<file path="config.mk">
export PLATFORM = sky130hd
export DESIGN_NAME = rd_chan_arbiter
export DESIGN_NICKNAME = d
export VERILOG_FILES = /design/src/rtl/rd_chan_arbiter.sv
export SDC_FILE = /design/constraint.sdc
export NUM_CORES = 1
export LEC_CHECK = 0
export CORE_ASPECT_RATIO = 1.75
export CORE_UTILIZATION = 54
export DETAILED_ROUTE_END_ITERATION = 7
export PLACE_DENSITY = 0.81
export SLEW_MARGIN = 15
export SYNTH_ARGS = -nofsm -noshare
export SYNTH_HDL_FRONTEND = slang
export SYNTH_SLANG_ARGS = --single-unit
export TNS_END_PERCENT = 30
</file>
<file path="constraint.sdc">
create_clock -name clk -period 9.65 [get_ports clk]
set_input_delay 0.965 -clock clk [delete_from_list [all_inputs] [get_ports clk]]
set_output_delay 0.965 -clock clk [all_outputs]
set_load 0.03 [all_outputs]
</file>
<file path="src/rtl/rd_chan_arbiter.sv">
// rd_chan_arbiter: four-channel round-robin scheduler sharing one AXI read master.
// Grants one channel at a time, issues its burst command, advances that channel's
// read pointer inside its [beg, end] window and steers read data via ch_grant.
// Optional watchdog: define RD_ARB_TIMEOUT_EN to abort bursts stuck in START/WAIT.
module rd_chan_arbiter #(
   parameter int unsigned AXI_WIDTH   = 64,
   parameter int unsigned ADDR_WIDTH  = 30,
   parameter int unsigned TIMEOUT_CYC = 4096
) (
   input  logic                  clk,
   input  logic                  rst,
   input  logic                  rd_mem_enable,
   input  logic [3:0]            ch_req,
   input  logic [ADDR_WIDTH-1:0] beg_addr0,
   input  logic [ADDR_WIDTH-1:0] beg_addr1,
   input  logic [ADDR_WIDTH-1:0] beg_addr2,
   input  logic [ADDR_WIDTH-1:0] beg_addr3,
   input  logic [ADDR_WIDTH-1:0] end_addr0,
   input  logic [ADDR_WIDTH-1:0] end_addr1,
   input  logic [ADDR_WIDTH-1:0] end_addr2,
   input  logic [ADDR_WIDTH-1:0] end_addr3,
   input  logic [7:0]            burst_len0,
   input  logic [7:0]            burst_len1,
   input  logic [7:0]            burst_len2,
   input  logic [7:0]            burst_len3,
   input  logic                  axi_rd_ready,
   input  logic                  axi_rd_done,
   output logic                  axi_rd_start,
   output logic [ADDR_WIDTH-1:0] axi_rd_addr,
   output logic [7:0]            axi_rd_len,
   output logic [3:0]            ch_grant,
   output logic                  arb_busy,
   output logic                  timeout_err
);

   localparam logic [ADDR_WIDTH:0] BEAT_BYTES = (ADDR_WIDTH+1)'(AXI_WIDTH / 8);
   localparam logic [ADDR_WIDTH:0] ONE        = (ADDR_WIDTH+1)'(1);

   typedef enum logic [1:0] {
      ST_IDLE,
      ST_ARB,
      ST_START,
      ST_WAIT
   } state_t;

   state_t state_q, state_d;

   logic [ADDR_WIDTH-1:0] beg_a [4];
   logic [ADDR_WIDTH-1:0] end_a [4];
   logic [7:0]            len_a [4];

   logic [ADDR_WIDTH-1:0] ptr_q [4];
   logic [ADDR_WIDTH-1:0] ptr_d [4];
   logic [1:0]            last_q, last_d;
   logic [1:0]            win_q, win_d;
   logic [3:0]            grant_q, grant_d;
   logic [ADDR_WIDTH-1:0] addr_q, addr_d;
   logic [7:0]            len_q, len_d;
   logic [ADDR_WIDTH-1:0] wbeg_q, wbeg_d;
   logic [ADDR_WIDTH-1:0] wend_q, wend_d;
   logic                  busy_q, busy_d;
   logic                  start_q, start_d;

   logic                  req_any;
   logic [1:0]            pick;
   logic [1:0]            cand;
   logic [ADDR_WIDTH:0]   bytes;
   logic [ADDR_WIDTH:0]   nxt;
   logic [ADDR_WIDTH:0]   tail;
   logic                  wrap;
   logic                  tmo_hit;

   assign beg_a[0] = beg_addr0;
   assign beg_a[1] = beg_addr1;
   assign beg_a[2] = beg_addr2;
   assign beg_a[3] = beg_addr3;
   assign end_a[0] = end_addr0;
   assign end_a[1] = end_addr1;
   assign end_a[2] = end_addr2;
   assign end_a[3] = end_addr3;
   assign len_a[0] = burst_len0;
   assign len_a[1] = burst_len1;
   assign len_a[2] = burst_len2;
   assign len_a[3] = burst_len3;

`ifdef RD_ARB_TIMEOUT_EN
   localparam int unsigned CW = $clog2(TIMEOUT_CYC + 1);

   logic [CW-1:0] tmo_cnt_q, tmo_cnt_d;
   logic          tmo_err_q, tmo_err_d;
   logic          in_burst_q, in_burst_d;

   // Watchdog: counts cycles spent in START+WAIT, restarts whenever that span is left
   always_comb begin
      in_burst_q = (state_q == ST_START) || (state_q == ST_WAIT);
      in_burst_d = (state_d == ST_START) || (state_d == ST_WAIT);
      tmo_hit    = in_burst_q && (tmo_cnt_q == CW'(TIMEOUT_CYC - 1));
      tmo_cnt_d  = (in_burst_q && in_burst_d) ? tmo_cnt_q + CW'(1) : '0;
      tmo_err_d  = tmo_err_q | tmo_hit;
   end

   // Watchdog registers; the error flag stays set until reset
   always_ff @(posedge clk) begin
      if (rst) begin
         tmo_cnt_q <= '0;
         tmo_err_q <= 1'b0;
      end else begin
         tmo_cnt_q <= tmo_cnt_d;
         tmo_err_q <= tmo_err_d;
      end
   end

   assign timeout_err = tmo_err_q;
`else
   // Timeout limit only matters when the watchdog is built in
   logic unused_timeout_cfg;
   assign unused_timeout_cfg = ^TIMEOUT_CYC;
   assign tmo_hit            = 1'b0;
   assign timeout_err        = 1'b0;
`endif

   // Round-robin scan: first requesting channel after the last granted one wins
   always_comb begin
      req_any = 1'b0;
      pick    = 2'd0;
      cand    = 2'd0;
      for (int unsigned k = 1; k <= 4; k++) begin
         cand = last_q + k[1:0];
         if (!req_any && ch_req[cand]) begin
            req_any = 1'b1;
            pick    = cand;
         end
      end
   end

   // Next read pointer for the granted channel, wrapping when the next burst would overrun the window
   always_comb begin
      bytes = ((ADDR_WIDTH+1)'(len_q) + ONE) * BEAT_BYTES;
      nxt   = {1'b0, ptr_q[win_q]} + bytes;
      tail  = nxt + bytes - ONE;
      wrap  = tail > {1'b0, wend_q};
   end

   // State register plus all registered outputs and per-channel pointers
   always_ff @(posedge clk) begin
      if (rst) begin
         state_q <= ST_IDLE;
         last_q  <= 2'd3;
         win_q   <= 2'd0;
         grant_q <= '0;
         addr_q  <= '0;
         len_q   <= '0;
         wbeg_q  <= '0;
         wend_q  <= '0;
         busy_q  <= 1'b0;
         start_q <= 1'b0;
         for (int unsigned i = 0; i < 4; i++) ptr_q[i] <= beg_a[i];
      end else begin
         state_q <= state_d;
         last_q  <= last_d;
         win_q   <= win_d;
         grant_q <= grant_d;
         addr_q  <= addr_d;
         len_q   <= len_d;
         wbeg_q  <= wbeg_d;
         wend_q  <= wend_d;
         busy_q  <= busy_d;
         start_q <= start_d;
         for (int unsigned i = 0; i < 4; i++) ptr_q[i] <= ptr_d[i];
      end
   end

   // Next-state logic
   always_comb begin
      state_d = state_q;
      case (state_q)
         ST_IDLE:  if (rd_mem_enable) state_d = ST_ARB;
         ST_ARB: begin
            if (!rd_mem_enable)   state_d = ST_IDLE;
            else if (req_any)     state_d = ST_START;
         end
         ST_START: begin
            if (tmo_hit)          state_d = ST_ARB;
            else if (axi_rd_ready) state_d = ST_WAIT;
         end
         ST_WAIT:  if (axi_rd_done || tmo_hit) state_d = ST_ARB;
         default:  state_d = ST_IDLE;
      endcase
   end

   // Output/datapath logic: grant capture, command strobe, pointer advance or reload
   always_comb begin
      last_d  = last_q;
      win_d   = win_q;
      grant_d = grant_q;
      addr_d  = addr_q;
      len_d   = len_q;
      wbeg_d  = wbeg_q;
      wend_d  = wend_q;
      busy_d  = busy_q;
      start_d = 1'b0;
      for (int unsigned i = 0; i < 4; i++) ptr_d[i] = ptr_q[i];
      case (state_q)
         ST_IDLE: begin
            if (!rd_mem_enable) begin
               for (int unsigned i = 0; i < 4; i++) ptr_d[i] = beg_a[i];
            end
         end
         ST_ARB: begin
            if (rd_mem_enable && req_any) begin
               grant_d = 4'b0001 << pick;
               win_d   = pick;
               addr_d  = ptr_q[pick];
               len_d   = len_a[pick];
               wbeg_d  = beg_a[pick];
               wend_d  = end_a[pick];
               busy_d  = 1'b1;
            end
         end
         ST_START: begin
            if (tmo_hit) begin
               grant_d = '0;
               busy_d  = 1'b0;
               last_d  = win_q;
            end else if (axi_rd_ready) begin
               start_d = 1'b1;
            end
         end
         ST_WAIT: begin
            if (axi_rd_done) begin
               ptr_d[win_q] = wrap ? wbeg_q : nxt[ADDR_WIDTH-1:0];
               last_d       = win_q;
               grant_d      = '0;
               busy_d       = 1'b0;
            end else if (tmo_hit) begin
               grant_d = '0;
               busy_d  = 1'b0;
               last_d  = win_q;
            end
         end
         default: ;
      endcase
   end

   assign axi_rd_start = start_q;
   assign axi_rd_addr  = addr_q;
   assign axi_rd_len   = len_q;
   assign ch_grant     = grant_q;
   assign arb_busy     = busy_q;

endmodule

</file>
# Word level (Yosys, flattened, before mapping)
# Memory sizes are Yosys's and may differ from the RTL's. A register that Yosys moved wholly into a read port is not among the register bits.
# Index checks and enable logic that the tools add are counted.
[op_classes]
addsub = 7
order_cmp = 8
bitwise_logic = 7
n_mux = 54
n_eq_ne = 8
n_shift = 1
n_reduce_logical = 15
[ops]
columns = ["cell", "count"]
rows = [
  ["$mux 30", 10],
  ["$mux 120", 2],
  ["$pmux 120 s2", 1],
  ["$bmux 30 s2", 2],
  ["$bwmux 120", 1],
  ["$demux 30 s2", 1],
  ["$add 30x12->31", 1],
  ["$add 31x12->31", 1],
  ["$gt 31x30->1", 1],
  ["$sub 31x1->31 const B", 1],
  ["$mux 2", 11],
  ["$bmux 8 s2", 1],
  ["$mux 8", 2],
  ["$mux 1", 14],
  ["$lt 2x3->1 const B", 4],
  ["$add 8x1->9 const B", 1],
  ["$bmux 1 s2", 4],
  ["$mux 4", 2],
  ["$ne 2x2->1 const B", 4],
  ["$pmux 2 s4", 1],
  ["$pmux 4 s2", 1],
  ["$ge 3x3->1 const B", 2],
  ["$not 2->3", 2],
  ["$logic_and 1x1->1", 5],
  ["other kinds (17)", 25],
]
[word_totals]
ram_bits = 120
register_bits = 80
memories = 1
[mem_list]
columns = ["memory", "words", "width", "rd", "rd_clocked_by_memory_dff", "write_ports", "line", "source"]
rows = [
  ["ptr_q", 4, 30, 6, 2, 4, "52", "logic [ADDR_WIDTH-1:0] ptr_q [4];"],
]

# Logic depth before layout (Yosys ltp)
[depth]
word_depth = 17
mapped_depth = 40
ltp_nobuf = 32

# Worst setup path after synthesis
# No wires, ideal clock.
[synth_path]
path_type = "reg2reg"
from = "reg with a tool-made name"
to = "mem ptr_q[0][26] (data pin)"
t_arrival_ns = 8.057
path_stages_with_launch = 37
synth_period_minus_slack_ns = 8.314
n_path_buf = 6
t_required_ns = 9.393
setup_ns = 0.257
slack_ns = 1.336
path_cell_list = "dfxtp_1 > buf_6 > buf_4 > buf_2 > buf_1 > mux4_2 > ha_1 > fa_1 > a21oi_1 > o21ai_0 > maj3_1 > o21ai_0 > a211oi_1 > o21a_1 > clkbuf_1 > or2_2 > inv_1 > ha_1 > a21o_1 > a21o_1 > a21oi_1 > nor2_1 > o21ai_0 > a31oi_1 > or4b_2 > nand3_1 > ha_1 > nand4_1 > nor2_1 > nand3_1 > nor4_1 > a21o_1 > a31oi_1 > a211oi_1 > clkbuf_1 > o21ai_0 > a32o_1"
[synth_lines]
columns = ["element", "line"]
rows = [
  ["end, declared", "52"],
]

==> results.sh <==
export IMPL_outcome="completed"
export IMPL_end_kind="flip-flop"
export IMPL_max_stage_delay_ns=0.82
export IMPL_p_per_area_nw_per_um2=178
export IMPL_dr_pass1_iters=6
export IMPL_use_met2_pct=62.4
export IMPL_cts_num_sinks=232
export IMPL_avgSynthCellArea_um2=7.64
export IMPL_async_flop_share_pct=0
export IMPL_route_detailed_drc=0
export IMPL_dp_cells=2797
export IMPL_ant_nets=0
export IMPL_h_tree_depth=1
export IMPL_hold_class="reg -> reg"
export IMPL_power_total_mw=3.75
export IMPL_grtUsageMet3_pct=7.56
export IMPL_startpoint_type="flip-flop"
export IMPL_cts_resized=0
export IMPL_drive_gt1_share_pct=5.23
export IMPL_worst_path_max_delay_cell="and4b_2"
export IMPL_dpl_instance_area_um2=20300
export IMPL_hpwl_um=41300
export IMPL_clock_latency_ns=0.54
export IMPL_critPathMostFrequentCell="ha_1"
export IMPL_fmax_ghz=0.114
export IMPL_vias_per_cell=6.37
export IMPL_avgRoutedWirePerCell_um=21.4
export IMPL_hold_viol_final=0
export IMPL_setup_viol=0
export IMPL_synth_edf_count=120
export IMPL_grt_max_degree=108
export IMPL_cp_top_family="compound AO/OA/AOI/OAI gates"
export IMPL_diodes=0
export IMPL_slew_headroom_pct=20.8
export IMPL_vias=18091
export IMPL_setup_tns_final_ns=0
export IMPL_rsz0062_at_grt="no"
export IMPL_io_buffers=324
export IMPL_cts_tree="built"
export IMPL_io_pins=326
export IMPL_vdd_drop_max_uv=151
export IMPL_ys_warn_count=0
export IMPL_grtUsageTotal_pct=36.9
export IMPL_grt_pass1_vias=17538
export IMPL_crit_type="reg -> reg"
export IMPL_fill_cells=2584
export IMPL_place_congestion=0.944
export IMPL_cts_root_buf="clkbuf_16"
export IMPL_maxSlewViolCount=0
export IMPL_nets=2790
export IMPL_synth_main_ff_cell="edfxtp_1"
export IMPL_synth_seq_cells=232
export IMPL_wirelength_um=60900
export IMPL_die_height_um=237
export IMPL_critPathBufInv=1
export IMPL_core_um2=30800
export IMPL_worstPathArrival_ns=9.01
export IMPL_hp_start="axi_rd_addr[5]$_SDFFE_PP0P_"
export IMPL_antenna_found_initial=1
export IMPL_finalCriticalPeriod_ns=8.75
export IMPL_start_util_pct=55.0
export IMPL_power_leakage_nw=7.97
export IMPL_period_share_pct=90.7
export IMPL_syn_area_um2=17000
export IMPL_syn_nets=2579
export IMPL_postSynthCellCount=2220
export IMPL_final_area_um2=21100
export IMPL_tightest_slew_ns=1.19
export IMPL_final_cell_count_no_fill=2838
export IMPL_ys_seq_area_share_pct=34.4
export IMPL_rows=85
export IMPL_ctsHoldBuffers=0
export IMPL_busiest_layer="met2"
export IMPL_post_cts_buffers=0
export IMPL_synth_distinct_cells=62
export IMPL_grt_pass1_wl_um=91900
export IMPL_numCtsBuffers=23
export IMPL_cap_violations=0
export IMPL_drt_iter0_drc=1791
export IMPL_cp_data_required_time_ns=9.91
export IMPL_syn2layout_area_growth_pct=24.2
export IMPL_clockBufferDepth=3
export IMPL_die_width_um=136
export IMPL_grt_overflow=0
export IMPL_die_area_um2=32200
export IMPL_path_max_fanout=48
export IMPL_clk_pin_slew_worst_paths_ns=0.07
export IMPL_fin_skew_ns=0.0136
export IMPL_grtUsageMet1_pct=41.2
[through the flow]
stage / setup WS, ns / utilization (%) / hold WS, ns
after floorplan: 1.34 / - / 0.432
after global placement: 1.18 / 65.9 / 0.439
after detailed placement: 0.984 / 65.9 / 0.448
after CTS: 0.943 / 68.3 / 0.457
after global routing: 0.363 / 68.3 / 0.473
final: 0.902 / 68.3 / 0.456
[state kept, by name, indices dropped and copies added, names as in the netlist, named ones only]
name and count:
arb_busy 1, axi_rd_addr 30, axi_rd_len 8, axi_rd_start 1, ch_grant 4, last_q 2, ptr_q 120, state_q 2
wbeg_q 30, wend_q 30, win_q 2
[Yosys cell counts, types with 4 or more instances]
| cell | count | area [um^2] |
|---|---|---|
| or3_1 | 10 | 62.6 |
| o21a_1 | 6 | 45.0 |
| o211ai_1 | 66 | 495 |
| buf_6 | 6 | 67.6 |
| a21o_1 | 25 | 188 |
| nor2b_1 | 14 | 87.6 |
| a21oi_1 | 153 | 766 |
| buf_2 | 12 | 60.1 |
| xnor2_1 | 36 | 315 |
| a211oi_1 | 5 | 37.5 |
| nor2_1 | 75 | 282 |
| a32o_1 | 72 | 721 |
| nand2b_1 | 12 | 75.1 |
| nand4_1 | 10 | 62.6 |
| o21ai_1 | 16 | 80.1 |
| mux4_2 | 27 | 608 |
| nor3_1 | 14 | 70.1 |
| a211o_1 | 5 | 43.8 |
| xor2_1 | 20 | 175 |
| clkbuf_1 | 138 | 518 |
| or2_2 | 4 | 25.0 |
| buf_1 | 7 | 26.3 |
| a31oi_1 | 7 | 43.8 |
| edfxtp_1 | 120 | 3600 |
| or3_4 | 12 | 135 |
| inv_1 | 89 | 334 |
| ha_1 | 76 | 951 |
| o21ai_0 | 54 | 270 |
| and3_1 | 11 | 68.8 |
| mux2i_1 | 4 | 40.0 |
| nor4_1 | 8 | 50.1 |
| a221o_1 | 6 | 60.1 |
| dfxtp_1 | 112 | 2240 |
| nand3_1 | 320 | 1600 |
| nand2_1 | 620 | 2330 |
| and2_1 | 8 | 50.1 |
[cells by family after synthesis]
family	after synthesis	synth area share [%]
xor+xnor	56	2.89
flops	232	34.4
simple gates	1127	29.3
buf+inv	254	6.02
other cells	1	0.0221
mux	34	4.02
fa+ha+maj	81	6.03
compound gates	435	17.3
[power by group]
group	total, mW	switching [mW]	leakage (nW)	internal (mW)
clock	0.910	0.395	0.361	0.515
sequential	1.18	0.0550	2.13	1.13
combinational	1.66	0.990	5.48	0.670
[final cells by class]
class	count	area, um^2	area share, %
inverters	89	334	1.59
multi-input cells	1734	10200	48.4
flip-flops and latches	232	5850	27.7
clock inverters	6	56.3	0.267
well taps	391	489	2.32
repair buffers	351	3460	16.4
clock buffers	35	683	3.24
[worst min-delay path, cell delays in order (launching register included)]
cell	delay, ns
dfxtp_1	0.31
nand2_1	0.05
a21oi_1	0.05
[cell usage in the layout, fill, tap and decap left out, types with 12 or more instances in the layout]
cell	netlist	final
clkdlybuf4s50_1	0	323
mux4_2	27	27
o211ai_1	66	66
nor2_1	75	70
or3_4	12	12
xor2_1	20	20
buf_4	2	27
a21oi_1	153	149
xnor2_1	36	36
a21o_1	25	24
nor2b_1	14	14
nor3_1	14	13
nand2_1	620	620
a32o_1	72	72
clkbuf_16	0	25
dfxtp_1	112	111
o21ai_0	54	54
inv_1	89	89
o21ai_1	16	16
ha_1	76	76
edfxtp_1	120	120
nand3_1	320	319
[path summary, 6_finish.rpt]
kind	end	slack, ns	cells after the start
hold reg to reg	axi_rd_addr[5]$_SDFFE_PP0P_	0.46	2
setup / recovery	ptr_q[1][9]$_DFFE_PP_	0.90	28
hold / removal	axi_rd_addr[5]$_SDFFE_PP0P_	0.46	2
setup reg to reg	ptr_q[1][9]$_DFFE_PP_	0.90	28
[routing by layer]
metal / up-vias / wire length [um]
met2: 1227 / 29600
met1: 8375 / 20900
met3: 216 / 6830
li1: 8273 / -
met5: - / 0
met4: 0 / 3550
Power figures use the tool's default switching activity.
